===== src/rtl/add_seq_ctrl_pkg.sv =====
// rtl/add_seq_ctrl_pkg.sv - shared state encoding and defaults for add_seq_ctrl
// Purpose: holds the controller state enum and the default nibble count so the
//          top and any future siblings agree on encodings.
// Contents:
//   NNIB_DEFAULT : default number of 4-bit nibbles per operand
//   state_e      : IDLE=0, RUN=1, DONE=2
//   idx_width()  : width of the nibble index, ceil(log2(nnib)) with a minimum of 1
package add_seq_ctrl_pkg;

  localparam int NNIB_DEFAULT = 4;

  typedef enum logic [1:0] {
    ST_IDLE = 2'd0,
    ST_RUN  = 2'd1,
    ST_DONE = 2'd2
  } state_e;

  function automatic int idx_width(input int nnib);
    return (nnib > 1) ? $clog2(nnib) : 1;
  endfunction

endpackage


===== src/rtl/add4c_v.sv =====
// rtl/add4c_v.sv - combinational 4-bit adder slice with carry-in and carry-out
// Purpose: the single shared nibble adder used by add_seq_ctrl.
// Ports:
//   iA, iB : 4-bit addends
//   iCi    : carry in
//   oS     : 4-bit sum
//   oCo    : carry out of bit 3
module add4c_v (
  input  logic [3:0] iA,
  input  logic [3:0] iB,
  input  logic       iCi,
  output logic [3:0] oS,
  output logic       oCo
);

  logic [4:0] sum5;

  assign sum5 = {1'b0, iA} + {1'b0, iB} + {4'b0000, iCi};
  assign oS   = sum5[3:0];
  assign oCo  = sum5[4];

endmodule


===== src/rtl/add_seq_ctrl.sv =====
// rtl/add_seq_ctrl.sv - nibble-serial adder/subtractor controller
// Purpose: computes A+B or A-B one nibble per cycle, LSB first, through a single
//          shared 4-bit slice, then presents the full result with carry and
//          signed overflow.
// Ports:
//   iCLK      : clock, rising edge
//   iRST      : asynchronous active-high reset
//   iStart    : start request, sampled only in IDLE
//   iSub      : 0 = A+B, 1 = A-B
//   iA, iB    : W-bit operands (W = 4*NNIB)
//   oBusy     : high whenever the state is not IDLE
//   oDone     : one-cycle completion pulse
//   oResult   : sum or difference, held until the next accepted start
//   oCarry    : raw final carry out of the MSB nibble (1 = no borrow on subtract)
//   oOverflow : signed two's-complement overflow
module add_seq_ctrl
  import add_seq_ctrl_pkg::*;
#(
  parameter int NNIB = NNIB_DEFAULT
) (
  input  logic              iCLK,
  input  logic              iRST,
  input  logic              iStart,
  input  logic              iSub,
  input  logic [4*NNIB-1:0] iA,
  input  logic [4*NNIB-1:0] iB,
  output logic              oBusy,
  output logic              oDone,
  output logic [4*NNIB-1:0] oResult,
  output logic              oCarry,
  output logic              oOverflow
);

  localparam int W  = 4 * NNIB;
  localparam int KW = idx_width(NNIB);
  localparam logic [KW-1:0] LAST_IDX = KW'(NNIB - 1);

  state_e          state_q, state_d;
  logic [W-1:0]    a_q, a_d;
  logic [W-1:0]    b_q, b_d;
  logic            sub_q, sub_d;
  logic            cy_q, cy_d;
  logic [KW-1:0]   idx_q, idx_d;
  logic [W-1:0]    acc_q, acc_d;
  logic            busy_q, busy_d;
  logic            done_q, done_d;
  logic [W-1:0]    result_q, result_d;
  logic            carry_q, carry_d;
  logic            ovf_q, ovf_d;

  logic [W-1:0]    a_sh, b_sh;
  logic [3:0]      a_nib, b_nib, nib_sum;
  logic            nib_ci, nib_co;
  logic [W-1:0]    acc_shift;

  // Select the current nibble by shifting rather than a variable part-select.
  assign a_sh  = a_q >> {idx_q, 2'b00};
  assign b_sh  = b_q >> {idx_q, 2'b00};
  assign a_nib = a_sh[3:0];
  assign b_nib = b_sh[3:0];

  // The first nibble takes the latched operation bit as its carry-in (the +1
  // of two's-complement subtraction); later nibbles chain the carry register.
  assign nib_ci = (idx_q == '0) ? sub_q : cy_q;

  add4c_v u_slice (
    .iA  (a_nib),
    .iB  (b_nib),
    .iCi (nib_ci),
    .oS  (nib_sum),
    .oCo (nib_co)
  );

  // Partial result fills from the top: after NNIB shifts nibble 0 sits at the LSB.
  assign acc_shift = (acc_q >> 4) | (W'(nib_sum) << (W - 4));

  always_comb begin
    state_d  = state_q;
    a_d      = a_q;
    b_d      = b_q;
    sub_d    = sub_q;
    cy_d     = cy_q;
    idx_d    = idx_q;
    acc_d    = acc_q;
    done_d   = 1'b0;
    result_d = result_q;
    carry_d  = carry_q;
    ovf_d    = ovf_q;

    case (state_q)
      ST_IDLE: begin
        if (iStart) begin
          state_d = ST_RUN;
          a_d     = iA;
          b_d     = iSub ? ~iB : iB;
          sub_d   = iSub;
          cy_d    = iSub;
          idx_d   = '0;
          acc_d   = '0;
        end
      end
      ST_RUN: begin
        acc_d = acc_shift;
        cy_d  = nib_co;
        if (idx_q == LAST_IDX) begin
          state_d  = ST_DONE;
          idx_d    = '0;
          done_d   = 1'b1;
          result_d = acc_shift;
          carry_d  = nib_co;
          // MSBs of A and B' live in bit 3 of the final nibble.
          ovf_d    = (a_nib[3] == b_nib[3]) && (nib_sum[3] != a_nib[3]);
        end else begin
          idx_d = idx_q + KW'(1);
        end
      end
      ST_DONE: begin
        state_d = ST_IDLE;
      end
      default: begin
        state_d = ST_IDLE;
      end
    endcase

    busy_d = (state_d != ST_IDLE);
  end

  always_ff @(posedge iCLK or posedge iRST) begin
    if (iRST) begin
      state_q  <= ST_IDLE;
      a_q      <= '0;
      b_q      <= '0;
      sub_q    <= 1'b0;
      cy_q     <= 1'b0;
      idx_q    <= '0;
      acc_q    <= '0;
      busy_q   <= 1'b0;
      done_q   <= 1'b0;
      result_q <= '0;
      carry_q  <= 1'b0;
      ovf_q    <= 1'b0;
    end else begin
      state_q  <= state_d;
      a_q      <= a_d;
      b_q      <= b_d;
      sub_q    <= sub_d;
      cy_q     <= cy_d;
      idx_q    <= idx_d;
      acc_q    <= acc_d;
      busy_q   <= busy_d;
      done_q   <= done_d;
      result_q <= result_d;
      carry_q  <= carry_d;
      ovf_q    <= ovf_d;
    end
  end

  assign oBusy     = busy_q;
  assign oDone     = done_q;
  assign oResult   = result_q;
  assign oCarry    = carry_q;
  assign oOverflow = ovf_q;

endmodule


===== config.mk =====
export PLATFORM = sky130hd
export DESIGN_NAME = add_seq_ctrl
export DESIGN_NICKNAME = d
export VERILOG_FILES = /design/src/rtl/add_seq_ctrl_pkg.sv /design/src/rtl/add4c_v.sv /design/src/rtl/add_seq_ctrl.sv
export SDC_FILE = /design/constraint.sdc
export NUM_CORES = 1
export LEC_CHECK = 0
export BUFFER_PORTS_ARGS = -buffer_cell sky130_fd_sc_hd__buf_2
export CAP_MARGIN = 10
export CORE_MARGIN = 2
export CORE_UTILIZATION = 45
export DETAILED_ROUTE_END_ITERATION = 10
export PLACE_DENSITY = 0.67
export REMOVE_ABC_BUFFERS = 1
export SYNTH_ARGS = -nofsm -noshare
export SYNTH_HDL_FRONTEND = slang
export SYNTH_SLANG_ARGS = --single-unit

===== constraint.sdc =====
create_clock -name iCLK -period 3.03 [get_ports iCLK]
set_clock_uncertainty 0.15 [all_clocks]
set_input_delay 0.7575 -clock iCLK [delete_from_list [all_inputs] [get_ports iCLK]]
set_output_delay 0.7575 -clock iCLK [all_outputs]
set_load 0.005 [all_outputs]

# ---- After elaboration in Yosys (flattened, before gate mapping)
# Index checks and enable logic that the tools add are counted.
dict set report word_totals {
  regBits 74
  inputBits 36
  out_inout_bits 20
}
dict set report op_classes {
  add_sub_neg 3
  n_eq_ne 5
  shifts 2
  n_mux 14
  n_bitwise 2
  reduce_logical 8
}
# op n
set op_table {}
lappend op_table {{16-bit 2-to-1 mux} 2}
lappend op_table {{16-bit one-hot mux with 2 select lines} 1}
lappend op_table {{16-bit by 4-bit >> shifter with 4-bit output} 2}
lappend op_table {{16-bit inverter} 1}
lappend op_table {{12-bit by 16-bit OR with 16-bit output} 1}
lappend op_table {{2-bit 2-to-1 mux} 4}
lappend op_table {{2-bit one-hot mux with 2 select lines} 2}
lappend op_table {{2-bit AND reduction} 3}
lappend op_table {{4-bit by 4-bit adder with 5-bit output} 1}
lappend op_table {{5-bit by 1-bit adder with 5-bit output} 1}
lappend op_table {{2-bit logical NOT} 2}
lappend op_table {{1-bit 2-to-1 mux} 4}
lappend op_table {{2-bit nonzero test} 2}
lappend op_table {{2-bit by 1-bit adder with 2-bit output (second input constant)} 1}
lappend op_table {{2-bit by 1-bit equality test with 1-bit output (second input constant)} 1}
lappend op_table {{2-bit equality test (second input constant)} 1}
lappend op_table {{2-bit != test (second input constant)} 1}
lappend op_table {{1-bit one-hot mux with 2 select lines} 1}
lappend op_table {{1-bit equality test} 1}
lappend op_table {{1-bit logical AND} 1}
lappend op_table {{1-bit != test} 1}

# ---- Longest topological paths before layout
dict set report depth {
  depth_word 5
  depth_mapped 10
}

# ---- By module
# From an unflattened synthesis, not the netlist that was laid out.
dict set report hier_totals {
  cells_unflattened 228
  area_unflattened_um2 3105.5
}
# module instances cells_per_inst area_each_um2 seq_area_each_um2
set by_module_without_submodules {}
lappend by_module_without_submodules {add_seq_ctrl 1 212 2961.6 1751.7}
lappend by_module_without_submodules {add4c_v 1 16 143.9 0.0}

# ---- Worst setup path before layout
# OpenSTA, ideal clock, no wires.
dict set report synth_path {
  kind {reg2reg}
  from {reg idx_q[0]}
  to {reg cy_q}
  setup_ns 0.136
  arrival_ns 2.115
  t_required_ns 2.744
  path_slack_ns 0.629
  path_stages_with_launch 10
  n_path_buf 1
  period_less_slack_ns 2.401
  path_cell_list {dfrtp_1 > buf_6 > mux4_1 > inv_1 > fa_1 > inv_1 > fa_1 > a21o_1 > a21oi_1 > o21ai_0}
}
dict set report synth_via {
  elab_chain_cells 4
  word_cells_on_any_way 7
  classes_between {add/sub (2); shift (2); mux (2); reduce/logical (1)}
}
# element line_no
set synth_lines {}
lappend synth_lines {{from (decl)} add_seq_ctrl.sv:43} ;# logic [KW-1:0] idx_q, idx_d;
lappend synth_lines {{from (signal assigned)} add_seq_ctrl.sv:148} ;# idx_q <= idx_d;
lappend synth_lines {{16-bit by 4-bit >> shifter with 4-bit output, or another cell as far along} add_seq_ctrl.sv:57} ;# assign a_sh = a_q >> {idx_q, 2'b00};
lappend synth_lines {{4-bit by 4-bit adder with 5-bit output or 1-bit 2-to-1 mux (tied branches)} {add4c_v.sv:18, add_seq_ctrl.sv:64}}
lappend synth_lines {{5-bit by 1-bit adder with 5-bit output (*)} add4c_v.sv:18} ;# assign sum5 = {1'b0, iA} + {1'b0, iB} + {4'b0000, iCi};
lappend synth_lines {{1-bit one-hot mux with 2 select lines (*)} add_seq_ctrl.sv:90} ;# case (state_q)
lappend synth_lines {{to (signal assigned)} add_seq_ctrl.sv:147} ;# cy_q <= cy_d;
lappend synth_lines {{to (decl)} add_seq_ctrl.sv:42} ;# logic cy_q, cy_d;
# Every way passes the cells marked *; elsewhere a longest branch is shown, timed or not.
# A chain may end at the register's enable or synchronous reset.

# ---- Worst setup path after layout
dict set report layout_path {
  from {reg idx_q[0]}
  to {reg carry_q, in the netlist oCarry}
}
dict set report layout_via {
  elab_chain_cells 3
  word_cells_on_any_way 8
  classes_between {add/sub (2); eq/ne (1); shift (2); mux (1); reduce/logical (2)}
}
# element line_no
set layout_lines {}
lappend layout_lines {{16-bit by 4-bit >> shifter with 4-bit output, or another cell as far along} add_seq_ctrl.sv:57}
lappend layout_lines {{4-bit by 4-bit adder with 5-bit output or 1-bit 2-to-1 mux (tied branches)} {add4c_v.sv:18, add_seq_ctrl.sv:64}}
lappend layout_lines {{5-bit by 1-bit adder with 5-bit output} add4c_v.sv:18}
lappend layout_lines {{to (signal assigned)} add_seq_ctrl.sv:153} ;# carry_q <= carry_d;
lappend layout_lines {{to (decl)} add_seq_ctrl.sv:48} ;# logic carry_q, carry_d;
# Several ways; a longest one is shown, not always the timed one.

==> results.cfg <==
[status]
outcome = complete, no violations

[die]
fp.coreArea_um2 = 6760
die_area_um2 = 7660
die_w_um = 87.5
core.rowCount = 30
initial_core_util = 0.465
fp.dieH_um = 87.5
io-pin-count = 56

[power_and_ir_drop]
leak_pwr_nw = 1.72
power.density_cell_area_nw_per_um2 = 1160
worst_case_vdd_ir_drop_mv = 0.458

[yosys]
yosysSeqAreaShare = 0.558
post_synth.cell_area_avg_um2 = 13.3
yosysUniqueCellTypes = 34
synth-edff-count = 0
post_synth_main_area_contributors = dfrtp_1, mux2_2, mux4_1
synth.largest_area_cell = dfrtp_1
synth_top_cell_area_share = 0.558
asyncSetResetFlopFracSynth = 1.00
postSynth.topFlopCell = dfrtp_1
synthesis.area_um2 = 3140
post_synth_most_frequent_cells = dfrtp_1, mux2_2, a21oi_1
synth.most_common_cell = dfrtp_1
synth-warning-count = 0
synth_cells = 236
synth.ff_latch_count = 70

[clocking]
tritoncts_buffers = 9
cts_repair_resize_count = 0
cts-hold-fix-buffers = 0
post_cts.repair.setup_buffers = 0
clock_tree_from_tritoncts = yes
ctsHtreeMaxLevel = 3
clkSlewWorstSetupHoldPaths_ns = 0.07
insertion_delay_of_the_later_clocked_pin_in_the_worst_skew_pair_ns = 0.33
numClockSinks = 70
cts.path.max_buffers = 2
cts.root.buffer_cell = clkbuf_8

[final_layout]
antenna-diode-count = 0
seq_area_um2 = 1750
final_cell_area_um2 = 3700
area.growth.synth_to_final_pct = 17.9
multiInputGateArea_um2 = 1270
fin_nets = 335
fillers = 599
drive_above_1_share = 0.364

[global_route]
grt_pass1_vias = 1984
grt_max_degree = 51
overflow = 0
grt_first_pass_wirelength_um = 9250
combined_global_route_utilization_of_all_metal_layers = 0.158
antenna_found_initial = 0

[placed_design]
placed_cell_area_um2 = 3480
finalWeightedCongestion = 0.837
dp_worst_setup_slack_ns = 0.473
hpwlAfterDp_um = 3830
io_buffer_count = 55

[routing]
wire_per_inst_um = 14.6
drtAntennaViolNets = 0
detail_route.drc_violations = 0
detailedRoute.firstIterationViolations = 65
route.final.wire_length_um = 5520
num_vias = 1955
drt_pass1_iterations = 4
avgViaCountPerCell = 5.19

[setup_path]
endpoint_kind = flip-flop
startpoint_type = flip-flop
cp_slowest_stage_delay_ns = 0.47
startpoint_to_endpoint_class_of_the_critical_path = reg2reg
regToRegStartpoint = idx_q[0]
critical_path.cell_chain = buf_4, inv_1, ha_1, mux2i_1, fa_1, inv_1, fa_1, a21o_1, a21oi_1, o21ai_0
crit_family = adder cells
cp_num_buf_inv = 3
cp_data_required_time_ns = 3.07
timing.critical_path.from = idx_q[0]
arrival_time_of_the_worst_setup_path_ns = 2.62
critPathSlowestCell = dfrtp_1
critical_path.max_fanout = 7

[timing]
worstMarginPinSlew_ns = 0.773
fmax_mhz = 388
timing.final.hold_violations = 0
rsz0062_at_grt = false
slew_violations = 0
setup_tns_ns = 0
min_period_ns = 2.58
min_period_over_period = 0.852
layout_setup_ws_ns = 0.450
slew_headroom = 0.483
final-setup-viol-count = 0

[flow_run]
max_cap_viol_count = 0

[hold_path]
worstHoldPathType = in2async
==> metrics by stage <==
step	utilization	hold slack (ns)	cells	power, W
after floorplan	-	0.312	222	0.00297
after global placement	0.515	0.317	361	0.00347
after detailed placement	0.515	0.326	361	0.00353
after CTS	0.548	0.294	377	0.00435
after global routing	0.548	0.320	377	0.00464
final	0.548	0.288	377	0.00430
==> power breakdown <==
group	switching, W	internal, W
sequential	0.000283	0.00139
combinational	0.000861	0.000963
clock	0.000327	0.000471
total	0.00147	0.00283
==> layout by cell type, fill, tap and decap left out, types with 5 or more instances in the layout <==
cell type and instances:
a21oi_1 20, o21ai_0 7, clkbuf_8 13, a22o_1 9
buf_2 55, inv_1 8, mux4_1 7, nand2_1 9
dfrtp_1 70, ha_1 5, mux2_2 30, xnor2_1 17
nor2_1 18
==> cell families after synthesis <==
family,count (synthesis),synth area share
adder cells (fa/ha/maj),7,0.0327
AND/OR/NAND/NOR,37,0.0582
flip-flops,70,0.558
XOR/XNOR,17,0.0474
buffers and inverters,23,0.0406
multiplexers,39,0.177
AO/OA/AOI/OAI,43,0.0865
==> routing by layer <==
layer / wire length, µm / track usage
met1: 2650 / 0.212
met2: 2500 / 0.238
met3: 253 / 0.0379
met4: 112 / 0.0839
met5: 0 / 0
==> path summary, 6_finish.rpt <==
path                               endpoint  slack [ns]  cells after the start
worst max-delay path                 oCarry        0.45                     10
worst min-delay path              acc_q[11]        0.29                      2
worst max register to register       oCarry        0.45                     10
worst min register to register  oResult[12]        0.34                      2
max in group asynchronous          idx_q[0]        1.83                      3
min in group iCLK               oResult[12]        0.34                      2
==> state kept, by name, indices dropped and copies added (netlist names), 2 cells and up <==
register  cells
a_q          16
oResult      16
acc_q        12
b_q          16
idx_q         2
state_q       2
==> area by class of cell <==
cell class,count,area share
Clock buffer,14,0.0493
Clock inverter,2,0.0101
Inverter,9,0.00912
Multi-Input combinational cell,143,0.342
Sequential cell,70,0.473
Tap cell,80,0.0270
Timing Repair Buffer,59,0.0892
==> worst reg2reg max path, delay by kind of cell (launching register included) <==
| family | cells | cell delay, ns |
|---|---|---|
| compound gates | 3 | 0.47 |
| flops | 1 | 0.47 |
| fa+ha+maj | 3 | 0.81 |
| buf+inv | 3 | 0.34 |
| mux | 1 | 0.19 |
Power figures use the tool's default switching activity.
